**config.mk**
```make
export PLATFORM = sky130hd
export DESIGN_NAME = mem_arbiter
export DESIGN_NICKNAME = d
export VERILOG_FILES = /design/src/rtl/mem_arbiter.sv
export SDC_FILE = /design/constraint.sdc
export NUM_CORES = 1
export LEC_CHECK = 0
export ABC_AREA = 1
export BUFFER_PORTS_ARGS = -buffer_cell sky130_fd_sc_hd__buf_2
export CELL_PAD_IN_SITES_DETAIL_PLACEMENT = 1
export CELL_PAD_IN_SITES_GLOBAL_PLACEMENT = 2
export CORE_ASPECT_RATIO = 1.1
export CORE_UTILIZATION = 24
export CTS_BUF_LIST = sky130_fd_sc_hd__clkbuf_8
export DETAILED_ROUTE_END_ITERATION = 6
export HOLD_SLACK_MARGIN = 0.08
export PLACE_DENSITY = 0.94
export SKIP_LAST_GASP = 1
export SLEW_MARGIN = 0
export SYNTH_ARGS = -nofsm -noshare
export SYNTH_HDL_FRONTEND = slang
export SYNTH_SLANG_ARGS = --single-unit
```
**constraint.sdc**
```tcl
create_clock -name clk -period 1.66 [get_ports clk]
set_input_delay 0.083 -clock clk [delete_from_list [all_inputs] [get_ports clk]]
set_output_delay 0.083 -clock clk [all_outputs]
set_load 0.02 [all_outputs]
```
**src/rtl/mem_arbiter.sv**
```systemverilog
// Round-robin arbiter sharing one single-port memory between port 0 (core) and port 1 (loader/DMA).
// One transaction in flight: write = IDLE+ISSUE, read = IDLE+ISSUE+RD_LATENCY waits+RESP; a losing requester holds req.
module mem_arbiter #(
   parameter int ADDR_W     = 32,
   parameter int DATA_W     = 32,
   parameter int RD_LATENCY = 1
) (
   input  logic              clk,
   input  logic              reset_n,
   input  logic              m0_req,
   input  logic              m0_we,
   input  logic [ADDR_W-1:0] m0_addr,
   input  logic [DATA_W-1:0] m0_wdata,
   output logic              m0_gnt,
   output logic              m0_rvalid,
   output logic [DATA_W-1:0] m0_rdata,
   input  logic              m1_req,
   input  logic              m1_we,
   input  logic [ADDR_W-1:0] m1_addr,
   input  logic [DATA_W-1:0] m1_wdata,
   output logic              m1_gnt,
   output logic              m1_rvalid,
   output logic [DATA_W-1:0] m1_rdata,
   output logic [ADDR_W-1:0] mem_addr,
   output logic              mem_r_enable,
   output logic              mem_w_enable,
   output logic [DATA_W-1:0] mem_wdata,
   input  logic [DATA_W-1:0] mem_rdata,
   output logic              busy,
   output logic              owner
);

   typedef enum logic [1:0] {S_IDLE, S_ISSUE, S_WAIT, S_RESP} state_t;

   localparam int               CNT_W    = 3;
   localparam logic [CNT_W-1:0] CNT_INIT = CNT_W'(RD_LATENCY - 1);

   state_t            r_state;
   state_t            w_state_nxt;
   logic [CNT_W-1:0]  r_cnt;
   logic              r_we;
   logic              r_owner;
   logic              r_last_owner;
   logic [ADDR_W-1:0] r_addr;
   logic [DATA_W-1:0] r_wdata;
   logic [DATA_W-1:0] r_rdata0;
   logic [DATA_W-1:0] r_rdata1;
   logic              w_take;
   logic              w_win;
   logic              w_capture;

   // On a tie the port that did not own the previous transaction wins.
   always_comb begin
      w_take = 1'b0;
      w_win  = 1'b0;
      if (r_state == S_IDLE) begin
         if (m0_req && m1_req) begin
            w_take = 1'b1;
            w_win  = ~r_last_owner;
         end else if (m0_req || m1_req) begin
            w_take = 1'b1;
            w_win  = m1_req;
         end
      end
   end

   assign w_capture = (r_state == S_WAIT) && (r_cnt == '0);

   always_ff @(posedge clk) begin
      if (!reset_n) begin
         r_state <= S_IDLE;
      end else begin
         r_state <= w_state_nxt;
      end
   end

   always_comb begin
      w_state_nxt  = r_state;
      m0_gnt       = 1'b0;
      m1_gnt       = 1'b0;
      m0_rvalid    = 1'b0;
      m1_rvalid    = 1'b0;
      mem_r_enable = 1'b0;
      mem_w_enable = 1'b0;
      case (r_state)
         S_IDLE: begin
            if (w_take) begin
               w_state_nxt = S_ISSUE;
            end
         end
         S_ISSUE: begin
            mem_r_enable = ~r_we;
            mem_w_enable = r_we;
            m0_gnt       = ~r_owner;
            m1_gnt       = r_owner;
            w_state_nxt  = r_we ? S_IDLE : S_WAIT;
         end
         S_WAIT: begin
            if (w_capture) begin
               w_state_nxt = S_RESP;
            end
         end
         S_RESP: begin
            m0_rvalid   = ~r_owner;
            m1_rvalid   = r_owner;
            w_state_nxt = S_IDLE;
         end
         default: w_state_nxt = S_IDLE;
      endcase
   end

   // Request latch, latency counter and per-port read data; last_owner starts at 1 so port 0 wins the first tie.
   always_ff @(posedge clk) begin
      if (!reset_n) begin
         r_cnt        <= '0;
         r_we         <= 1'b0;
         r_owner      <= 1'b0;
         r_last_owner <= 1'b1;
         r_addr       <= '0;
         r_wdata      <= '0;
         r_rdata0     <= '0;
         r_rdata1     <= '0;
      end else begin
         if (w_take) begin
            r_we         <= w_win ? m1_we    : m0_we;
            r_addr       <= w_win ? m1_addr  : m0_addr;
            r_wdata      <= w_win ? m1_wdata : m0_wdata;
            r_owner      <= w_win;
            r_last_owner <= w_win;
         end
         if (r_state == S_ISSUE) begin
            r_cnt <= CNT_INIT;
         end else if ((r_state == S_WAIT) && (r_cnt != '0)) begin
            r_cnt <= r_cnt - CNT_W'(1);
         end
         if (w_capture) begin
            if (r_owner) begin
               r_rdata1 <= mem_rdata;
            end else begin
               r_rdata0 <= mem_rdata;
            end
         end
      end
   end

   assign mem_addr  = r_addr;
   assign mem_wdata = r_wdata;
   assign m0_rdata  = r_rdata0;
   assign m1_rdata  = r_rdata1;
   assign busy      = (r_state != S_IDLE);
   assign owner     = r_owner;

endmodule

```
==> out/metrics.yaml <==
floorplanning:
  fp.dieH_um: 170
  row_count: 61
  die-width_um: 155
  coreArea_sq_um: 25300
  io_pins: 302
  dieArea_sq_um: 26300
  start_util: 0.244
grt:
  antenna_found_initial: 8
  grt_usage: 0.202
  first_global_vias: 8205
  grt.overflow.total: 0
  grt_start_max_net_pins: 67
  grt_pass1_wl_um: 41900
synthesis:
  synth_area_per_cell_sq_um: 6.85
  ys_types: 22
  yosysSeqAreaShare: 0.442
  synth_ff_type: "dfxtp_1"
  syn_inst: 900
  synth_nets: 1068
  synth_top_area_share: 0.442
  synth_most_common_cell: "nand2_1"
  synth_edf_count: 0
  synth.largest_area_cell: "dfxtp_1"
  netlist_top_cells_count: "nand2_1, inv_1, dfxtp_1"
  synth_seq_cells: 136
  ys_warn_count: 0
  ys_async_sr_fraction: 0
  syn-cell-area_sq_um: 6160
  synth_area_leaders: "dfxtp_1, nand2_1, a21oi_1"
route:
  wl_per_cell_um: 15.8
  wirelength_um: 27000
  vias: 7722
  drc: 0
  drt.antenna.violating_nets: 0
  drt_iter0_drc: 262
  drtPass1Iterations: 4
  viasPerCell: 4.51
timing:
  fin_tns_setup_ns: 0
  fin_crit_ns: 1.57
  final-hold-violation-count: 0
  setup_viol: 0
  drv_slew: 0
  worst_pin_slew_ns: 0.763
  slew_headroom: 0.491
  clock.fmax_mhz: 638
  fin_skew_ns: 0.0219
  grt_setup_unrepaired: "true"
  fin_crit_sh: 0.945
placement:
  numPortBuffers: 301
  dp.cells: 1507
  gp_congestion: 0.723
  dp_hpwl_um: 15600
pwr:
  power_density_nw_per_um2: 885
  irDropWorstVdd_uv: 478
  p_leak_nw: 5.24
hold_path:
  min-delay-start: "m0_req"
  min_to: "r_last_owner"
  hold_class: "input pin to register"
  whs_path_depth: 6
final_layout:
  area_delta_synth_final_pct: 64.8
  layoutNonFillerInstCount: 1712
  drive_above_1_share: 0.284
  fin_nets: 1513
cts:
  clockBufferDepth: 2
  postCtsSetupBuffers: 0
  clk_latency_ns: 0.44
  cts_made_buffers: 17
  clk_pin_slew_worst_paths_ns: 0.09
  cts_tree: "yes"
  cts.sinks: 136
  clock-root-buffer: "clkbuf_8"
  h-tree-depth: 4
setup_path:
  r2r.worst_path.cells: 7
  r2r_slack_ns: 0.09
  critPathMaxFanout: 35
  critPathKind: "register to register"
  required_ns: 2.02
  crit_path_start_kind: "register"
  r2r-start: "r_state[0]"
  end_kind: "register"
  r2r_end: "mem_addr[13]"
  arrival_ns: 1.92
run_status:
  outcome: "completed"
job:
  max-cap-violations: 0
-- cells in the final DEF (no fill, tap or decap), types with 5 or more instances in the layout --
master         instances
nand2_1              272
inv_2                  6
a21oi_2                8
buf_4                 12
buf_12                10
buf_2                301
o21ai_1               17
dlygate4sd3_1        165
clkbuf_8              17
nand3_2               11
dfxtp_1              136
o21ai_0               50
a21oi_1              124
inv_1                137
inv_8                  5
nand3_1               58
nor2_1                 7
diode_2                8
-- layer usage --
metal | global-route usage | part of all wire | vias up
met5 | 0 | 0 | -
met4 | 0.0947 | 0.032 | 0
met3 | 0.0616 | 0.070 | 57
met2 | 0.360 | 0.50 | 314
met1 | 0.219 | 0.39 | 3652
li1 | - | - | 3699
-- cell families after synthesis --
group / synth area share
AOI/OAI and AO/OA: 0.168
adders and majority gates: 0.00406
buffers and inverters: 0.143
DFF: 0.442
and+or+nand+nor: 0.243
-- how the worst max path moves through the flow --
stage	slack, ns	to	depth (start not counted)	from
floorplan	0.13	m1_rvalid	4	owner
global placement	0.21	mem_wdata[28]	7	r_state[0]
detailed placement	0.17	mem_addr[4]	7	r_state[0]
CTS	0.007	m0_gnt	5	register
global route	-0.03	mem_wdata[20]	6	r_state[0]
finish	0.09	mem_addr[13]	7	r_state[0]
-- state kept, by name (all words and copies together), names as in the netlist, named ones only --
register,flops
m0_rdata,32
m1_rdata,32
mem_addr,32
mem_wdata,32
r_cnt,3
owner,1
r_last_owner,1
r_state,1
r_we,1
-- where the power goes --
part | switching (mW) | internal, mW
clock network | 1.62 | 1.28
registers | 0.150 | 3.53
logic | 1.43 | 0.958
total | 3.21 | 5.78
-- layout make-up --
type,instances,area (sq um)
Sequential cell,136,2720
Timing Repair Buffer,488,3450
Tap cell,346,433
Clock buffer,17,234
Fill cell,3197,15100
Inverter,143,537
Multi-Input combinational cell,559,2580
Clock inverter,15,179
Antenna cell,8,20.0
-- repair_timing --
action	4_1_cts	5_1_grt
endpoints found under the hold margin	131	0
hold buffers	165	0
gates resized for setup	1	3
endpoints found under the setup margin	3	4
-- stage by stage --
step	util	instance area, sq um	power [mW]	setup WS [ns]	hold WS [ns]
floorplan	-	6160	4.93	0.127	0.232
global placement	0.319	8050	5.72	0.209	0.359
detailed placement	0.319	8050	5.77	0.174	0.363
CTS	0.401	10100	9.03	0.00662	0.100
global route	0.402	10100	9.48	-0.0331	0.140
finish	0.402	10200	8.98	0.0921	0.126
-- worst max-delay path: stages (launching register included) --
cell and delay [ns]:
dfxtp_1 0.34, inv_2 0.15, nand2_1 0.18, nor2_4 0.17
buf_12 0.17, buf_12 0.19, o21ai_0 0.11, a21oi_1 0.17
No activity file was read; power rests on OpenSTA's default activity.
